[config.mk]
export PLATFORM = sky130hd
export DESIGN_NAME = i2c_tx_fifo
export DESIGN_NICKNAME = d
export VERILOG_FILES = /design/src/rtl/i2c_pkg.sv /design/src/rtl/i2c_fifo_mem.sv /design/src/rtl/i2c_tx_fifo.sv
export SDC_FILE = /design/constraint.sdc
export NUM_CORES = 1
export LEC_CHECK = 0
export CAP_MARGIN = 20
export CORE_UTILIZATION = 65
export CTS_BUF_LIST = sky130_fd_sc_hd__clkbuf_4 sky130_fd_sc_hd__clkbuf_8
export DETAILED_ROUTE_END_ITERATION = 8
export MAX_ROUTING_LAYER = met4
export PLACE_DENSITY_LB_ADDON = 0.15
export SLEW_MARGIN = 20
export SYNTH_ARGS = -nofsm -noshare
export SYNTH_HDL_FRONTEND = slang
export SYNTH_SLANG_ARGS = --single-unit
[constraint.sdc]
create_clock -name clk -period 4.7 [get_ports clk]
set_input_delay 0.94 -clock clk [delete_from_list [all_inputs] [get_ports clk]]
set_output_delay 0.94 -clock clk [all_outputs]
set_load 0.05 [all_outputs]
[src/rtl/i2c_pkg.sv]
`default_nettype none
// ============================================================================
//  Module      : i2c_pkg
//  Description : Shared constants and types for the I2C core: data width,
//                transmit FIFO geometry and bus mode encoding.
//  Revision    : 1.0  initial release
// ============================================================================
package i2c_pkg;

    localparam int I2C_DATA_W    = 8;
    localparam int TX_FIFO_DEPTH = 16;
    localparam int TX_FIFO_AF    = 12;

    localparam int SYS_CLK_HZ    = 50_000_000;

    // Bus speed selection consumed by the clock generator
    typedef enum logic [1:0] {
        MODE_STANDARD  = 2'd0,   // 100 kHz
        MODE_FAST      = 2'd1,   // 400 kHz
        MODE_FAST_PLUS = 2'd2    // 1 MHz
    } i2c_mode_e;

    // System clocks per quarter SCL period for a given mode
    function automatic int scl_quarter_div(input i2c_mode_e mode);
        int rate_hz;
        case (mode)
            MODE_FAST:      rate_hz = 400_000;
            MODE_FAST_PLUS: rate_hz = 1_000_000;
            default:        rate_hz = 100_000;
        endcase
        return SYS_CLK_HZ / (4 * rate_hz);
    endfunction

endpackage
`default_nettype wire

[src/rtl/i2c_fifo_mem.sv]
`default_nettype none
// ============================================================================
//  Module      : i2c_fifo_mem
//  Description : DEPTH x DATA_W simple dual-port memory, synchronous write,
//                registered read output. Array itself is not reset so it can
//                map to block RAM; only the output register is cleared.
//  Revision    : 1.0  initial release
// ============================================================================
module i2c_fifo_mem
    import i2c_pkg::*;
#(
    parameter int DATA_W = I2C_DATA_W,
    parameter int DEPTH  = TX_FIFO_DEPTH,
    localparam int AW    = $clog2(DEPTH)
) (
    input  logic              clk,
    input  logic              reset,
    input  logic              wr_en,
    input  logic [AW-1:0]     wr_addr,
    input  logic [DATA_W-1:0] wr_byte,
    input  logic              rd_en,
    input  logic [AW-1:0]     rd_addr,
    output logic [DATA_W-1:0] rd_byte
);

    logic [DATA_W-1:0] mem [DEPTH];

    // Write port: store a byte on each enabled edge
    always_ff @(posedge clk) begin
        if (wr_en) begin
            mem[wr_addr] <= wr_byte;
        end
    end

    // Read port: output register updates only on an enabled read, else holds
    always_ff @(posedge clk or negedge reset) begin
        if (!reset) begin
            rd_byte <= '0;
        end else if (rd_en) begin
            rd_byte <= mem[rd_addr];
        end
    end

endmodule
`default_nettype wire

[src/rtl/i2c_tx_fifo.sv]
`default_nettype none
// ============================================================================
//  Module      : i2c_tx_fifo
//  Description : Transmit byte FIFO between the host write port and the I2C
//                master. Explicit occupancy counter, registered flags derived
//                from the next count, sticky overflow/underflow errors.
//  Revision    : 1.0  initial release
// ============================================================================
module i2c_tx_fifo
    import i2c_pkg::*;
#(
    parameter int DATA_W   = I2C_DATA_W,
    parameter int DEPTH    = TX_FIFO_DEPTH,
    parameter int AF_LEVEL = TX_FIFO_AF,
    localparam int AW      = $clog2(DEPTH),
    localparam int CW      = $clog2(DEPTH) + 1
) (
    input  logic              clk,
    input  logic              reset,
    input  logic              wr_data,
    input  logic [DATA_W-1:0] data_in,
    output logic              full,
    output logic              almost_full,
    input  logic              read,
    output logic [DATA_W-1:0] data_out,
    output logic              rd_valid,
    output logic              empty_tx,
    output logic [CW-1:0]     count,
    output logic              overflow,
    output logic              underflow,
    input  logic              clr_err
);

    logic [AW-1:0] wr_ptr;
    logic [AW-1:0] rd_ptr;
    logic [CW-1:0] count_next;
    logic          wr_accept;
    logic          rd_accept;

    // Acceptance uses the registered flags: a full FIFO still drains, an
    // empty FIFO still fills, and nothing bypasses the storage.
    assign wr_accept = wr_data && !full;
    assign rd_accept = read && !empty_tx;

    // Next occupancy: simultaneous accepted write and read cancel out
    always_comb begin
        count_next = count;
        if (wr_accept && !rd_accept) begin
            count_next = count + 1'b1;
        end else if (rd_accept && !wr_accept) begin
            count_next = count - 1'b1;
        end
    end

    // Pointers, counter and flags; flags track count_next so they line up
    // with count in the same cycle
    always_ff @(posedge clk or negedge reset) begin
        if (!reset) begin
            wr_ptr      <= '0;
            rd_ptr      <= '0;
            count       <= '0;
            full        <= 1'b0;
            almost_full <= 1'b0;
            empty_tx    <= 1'b1;
        end else begin
            if (wr_accept) begin
                wr_ptr <= wr_ptr + 1'b1;
            end
            if (rd_accept) begin
                rd_ptr <= rd_ptr + 1'b1;
            end
            count       <= count_next;
            full        <= (count_next == CW'(DEPTH));
            almost_full <= (count_next >= CW'(AF_LEVEL));
            empty_tx    <= (count_next == '0);
        end
    end

    // One-cycle valid pulse per accepted read, aligned with data_out
    always_ff @(posedge clk or negedge reset) begin
        if (!reset) begin
            rd_valid <= 1'b0;
        end else begin
            rd_valid <= rd_accept;
        end
    end

    // Sticky error flags; a new error in the clearing cycle takes priority
    always_ff @(posedge clk or negedge reset) begin
        if (!reset) begin
            overflow  <= 1'b0;
            underflow <= 1'b0;
        end else begin
            if (wr_data && full) begin
                overflow <= 1'b1;
            end else if (clr_err) begin
                overflow <= 1'b0;
            end
            if (read && empty_tx) begin
                underflow <= 1'b1;
            end else if (clr_err) begin
                underflow <= 1'b0;
            end
        end
    end

    i2c_fifo_mem #(
        .DATA_W (DATA_W),
        .DEPTH  (DEPTH)
    ) u_mem (
        .clk     (clk),
        .reset   (reset),
        .wr_en   (wr_accept),
        .wr_addr (wr_ptr),
        .wr_byte (data_in),
        .rd_en   (rd_accept),
        .rd_addr (rd_ptr),
        .rd_byte (data_out)
    );

endmodule
`default_nettype wire

* Word level (Yosys, flattened, before mapping)
Memories as Yosys holds them, arrays and structs flattened. A register that Yosys moved wholly into a read port is not among the register bits.
Cells that the tools add are included.
** Storage, ports and cells
- Flip-flop bits (word level) :: 19
- RAM bits :: 128
- Output and inout bits :: 19
- Word-level logic and storage cells :: 37
- Memories :: 1
** Cells by class
- $add $sub $neg :: 4
- Order comparisons :: 1
- Eq/ne operators :: 1
- Multiplexer cells :: 7
- Reduce and logical (&&, ||, !) cells :: 14
** Memory list
- u_mem.mem :: depth 16, width 8, read ports 1, clocked after memory_dff 1, write ports 1, line i2c_fifo_mem.sv:26 : logic [DATA_W-1:0] mem [DEPTH];
** Operators by type and width (number)
- two-way mux 5 bit :: 2
- adder 4 x 1 -> 4 bit, second input constant :: 2
- logical AND 1 bit :: 6
- adder 5 x 1 -> 5 bit, second input constant :: 1
- == test 5 bit, second input constant :: 1
- greater-or-equal comparator 5 x 4 -> 1 bit, second input constant :: 1
- logical NOT 1 bit :: 5
- logical NOT 5 bit :: 1
- two-way mux 1 bit :: 5
- subtractor 5 x 1 -> 5 bit, second input constant :: 1
- nonzero test 2 bit :: 2

* Longest topological paths before layout
- Depth in word-level cells :: 7
- Depth in mapped cells :: 7
- Depth with buffers taken out :: 7

* Hierarchy
From an unflattened synthesis, not the netlist that was laid out.
** Unflattened totals
- Cell total of the unflattened synthesis :: 320
- Area, all modules :: 6236.0 µm²
** Modules (own cells, without submodules)
- i2c_fifo_mem :: times used 1, cells each 240, area an instance 5331.4 µm², seq. area each 4043.9 µm²
- i2c_tx_fifo :: times used 1, cells each 80, area an instance 904.6 µm², seq. area each 476.7 µm²

* Least setup slack after synthesis
OpenSTA, ideal clock, no wires.
- Path kind :: input port to flip-flop
- From :: input wr_data
- To :: register empty_tx
- Library setup time :: 0.090 ns
- Arrival :: 1.939 ns
- Slack :: 2.671 ns
- Cell stages on the path :: 7
- Cells stage by stage :: nor2b_1 -> buf_4 -> nor2_4 -> a31oi_4 -> xor2_2 -> inv_1 -> nor4_2
** Between the ends
- Cells in the longest elaborated chain, start to end :: 6
- Elaborated cells on any way between the ends :: 7
- Those cells by class :: mux (2); reduce/logical (5)
** RTL lines
- from (decl) :: line i2c_tx_fifo.sv:20 : input logic wr_data,
- logical AND 1 bit (*) :: line i2c_tx_fifo.sv:42 : assign wr_accept = wr_data && !full;
- logical NOT 1 bit :: line i2c_tx_fifo.sv:50 : end else if (rd_accept && !wr_accept) begin
- logical AND 1 bit :: line i2c_tx_fifo.sv:50
- two-way mux 5 bit :: line i2c_tx_fifo.sv:50
- two-way mux 5 bit (*) :: line i2c_tx_fifo.sv:48 : if (wr_accept && !rd_accept) begin
- named net count_next[4] :: line i2c_tx_fifo.sv:36 : logic [CW-1:0] count_next;
- logical NOT 5 bit (*) :: line i2c_tx_fifo.sv:75 : empty_tx <= (count_next == '0);
- to (signal assigned) :: line i2c_tx_fifo.sv:75
- to (decl) :: line i2c_tx_fifo.sv:27 : output logic empty_tx,
Mark *: on every way through the listed nets, which the timed path passes. The rest lies on a longest branch.
A chain may end at the register's enable or synchronous reset.

* Worst setup path in the final report
- From :: register empty_tx
- To :: output empty_tx
No word-level cell between the ends.

==> results.md <==
- Slew HR: between 20 and 30%
- Min Tclk post-route: about 2.7 ns
- HP Start: u_mem.rd_byte[0]
- Seq/Total Area, Yosys: 71.8%
- Synth area leader: edfxtp_1
- Top-area cell type share of the netlist area: 61.0%
- Setup crit start: empty_tx
- Sink Count: 155
- Syn_nets: 428
- RSZ-0062 raised after global routing: no
- Pre-CTS setup slack: about 1.6 ns
- Die area: 10100 um^2
- Final worst path period share: 57.9%
- Setup Buffers After CTS: 0
- Ys flop type: edfxtp_1
- Initial Utilization: 67.5%
- CTS max path bufs: 2
- Final hold slack: 0.481 ns
- Hold Buf Count CTS: 0
- Crit start category: register
- Largest net degree at the start of global routing: 68
- Final setup TNS: 0 ns
- Final worst slack: slightly below 2 ns
- Die Wd: 100 um
- Power Density: 615 nW/um^2
- First-iteration detailed-routing DRC count: between 200 and 250
- Synth cell types: 38
- Ys Warns: 0
- 1st-pass router iterations: 5
- Worst-Skew Late Latency: ~0.44 ns
- Root buf cell: clkbuf_8
- DP Wirelength: around 8200 um
- # rows: 35
- Avg WL per Cell: 21.5 um
- Max-cap violations: 0
- Worst slew pin tran: 1.09 ns
- Critical path fanouts, max: 3
- Most frequent cell after synthesis: edfxtp_1
- Vias per inst: just under 6
- CP delay by family, top: buffers and inverters
- Routed wire length: 12500 um
- Final setup fails: 0
- Post-synth EDFFs: 128
- Top cells by area, synth: edfxtp_1 (61%), dfrtp_1 (10%), mux2i_1 (10%), nand3_1 (2.2%), nand2_1 (2.1%)
- CTS tree: built
- Post_cts resized: 0
- TritonCTS Buffers: 17
- DRC viols: 0
- Total track usage: 28.1%
- Worst vdd ir: 0.000521 V
- Hold Crit Class: reg2reg
- Max stage delay cell, worst path: clkdlybuf4s50_1
- Vias in the first global route: 3421
- Global placement routability congestion: 0.872
- Placed Area: ~6700 um^2
- Post-Syn Area: 6300 um^2
- Crit path DAT: 1.78 ns
- Cells after Synth: a little over 400
- Initial antenna violation count: 0
- Final instance area: between 7000 and 8000 um^2
- Clk_skew: 0.00980 ns
- Peak Freq: 367 MHz
- Layout area overhead: 12.6%
- Global route total overflow: 0
- CP Capture Type: output port
- Final Hold Viols: 0
- Max incr delay on CP: about 0.79 ns
- Reg2reg start: rd_ptr[1]
- Avg Cell Area, Syn: between 15 and 20 um^2
- ANT nets after route: 0
- WS Path Type: reg2out
- Fraction of final layout cells sized beyond drive strength 1: between 10% and 20%
- Worst path cell trace: clkdlybuf4s50_1
- CP Data Required Time: about 3.8 ns
- Final #Nets: 462
- Vias: 3437
- Most frequent cells after synthesis: edfxtp_1 (128), mux2i_1 (64), nand2_1 (36)
- H-tree Lvls: 4
- CP bufs+invs: 1
- First-pass GRT wire length: between 15000 and 20000 um
- PortBufs: 31
- Clock transition at path regs: 0.09 ns
- Multi-input logic area: ~1700 um^2
- Diodes inserted: 0
- Fill count: between 500 and 600
- Die H: 100 um
- P_leak: 0.00251 uW
- Post-synthesis register bit count: 155
- I/O pins: 32
- Slew Viols, Final: 0
- Status: finished clean
- Core box area: 9330 um^2
- Async SR Flop Fraction: 17.4%
- Reg area: 4520 um^2
final timing paths:
path,end,slack (ns),depth (start not counted)
worst max-delay path,empty_tx,1.98,1
min in group asynchronous,underflow,0.86,2
worst min register to register,u_mem.rd_byte[0],0.48,2
worst min-delay path,u_mem.rd_byte[0],0.48,2
max in group asynchronous,empty_tx,3.53,2
worst max register to register,u_mem.rd_byte[4],2.58,4
where the power goes:
part           switching [uW]  internal, uW
Clock                     493           487
Sequential                270          1710
Combinational             852           543
Total                    1610          2740
registers in the layout (all words and copies together), names as in the netlist:
signal and cells:
almost_full 1, overflow 1, wr_ptr 4, rd_ptr 4
underflow 1, u_mem.rd_byte 8, empty_tx 1, rd_valid 1
count 5, full 1, u_mem.mem 128
cell families after synthesis:
logic type,after synthesis,share of synthesized area (%)
muxes,64,10.2
adders and majority gates,7,1.39
AOI/OAI and AO/OA,44,4.71
DFF,155,71.8
and+or+nand+nor,102,8.34
xor gates and xnor gates,10,1.63
buffers and inverters,26,1.97
per-stage QoR:
stage / util [%] / power [uW] / cells
2_1_floorplan: - / 2950 / 408
3_3_place_gp: 71.8 / 3350 / 552
3_5_place_dp: 71.8 / 3390 / 552
4_1_cts: 76.0 / 4360 / 583
5_1_grt: 76.0 / 4540 / 583
6_report: 76.0 / 4360 / 583
layout by cell type (no fill, tap or decap), types with 4 or more instances in the layout:
cell,count
a22oi_1,16
and2_1,17
inv_1,7
o21ai_0,6
clkinvlp_4,6
dfrtp_1,25
nand2_1,36
nand3_1,28
xnor2_1,8
edfxtp_1,128
nor2_1,4
a21oi_1,17
clkdlybuf4s50_1,31
mux2i_1,64
ha_1,7
clkbuf_8,17
metal layers:
layer | part of all wire (%) | global-route usage (%) | wire (um) | vias to the layer above
met3 | 7.1 | 6.55 | 886 | 21
met1 | 43 | 37.7 | 5360 | 1671
li1 | - | - | - | 1591
met5 | 0 | - | 0 | -
met4 | 1.5 | 9.14 | 193 | 0
met2 | 49 | 43.4 | 6090 | 154
final cells by class:
type / count / area share, %
Sequential cell: 155 / 63.8
Multi-Input combinational cell: 227 / 23.3
Timing Repair Buffer: 33 / 4.59
Clock buffer: 19 / 3.51
Tap cell: 129 / 2.28
Clock inverter: 12 / 2.01
Inverter: 8 / 0.459
Power figures use the tool's default switching activity.
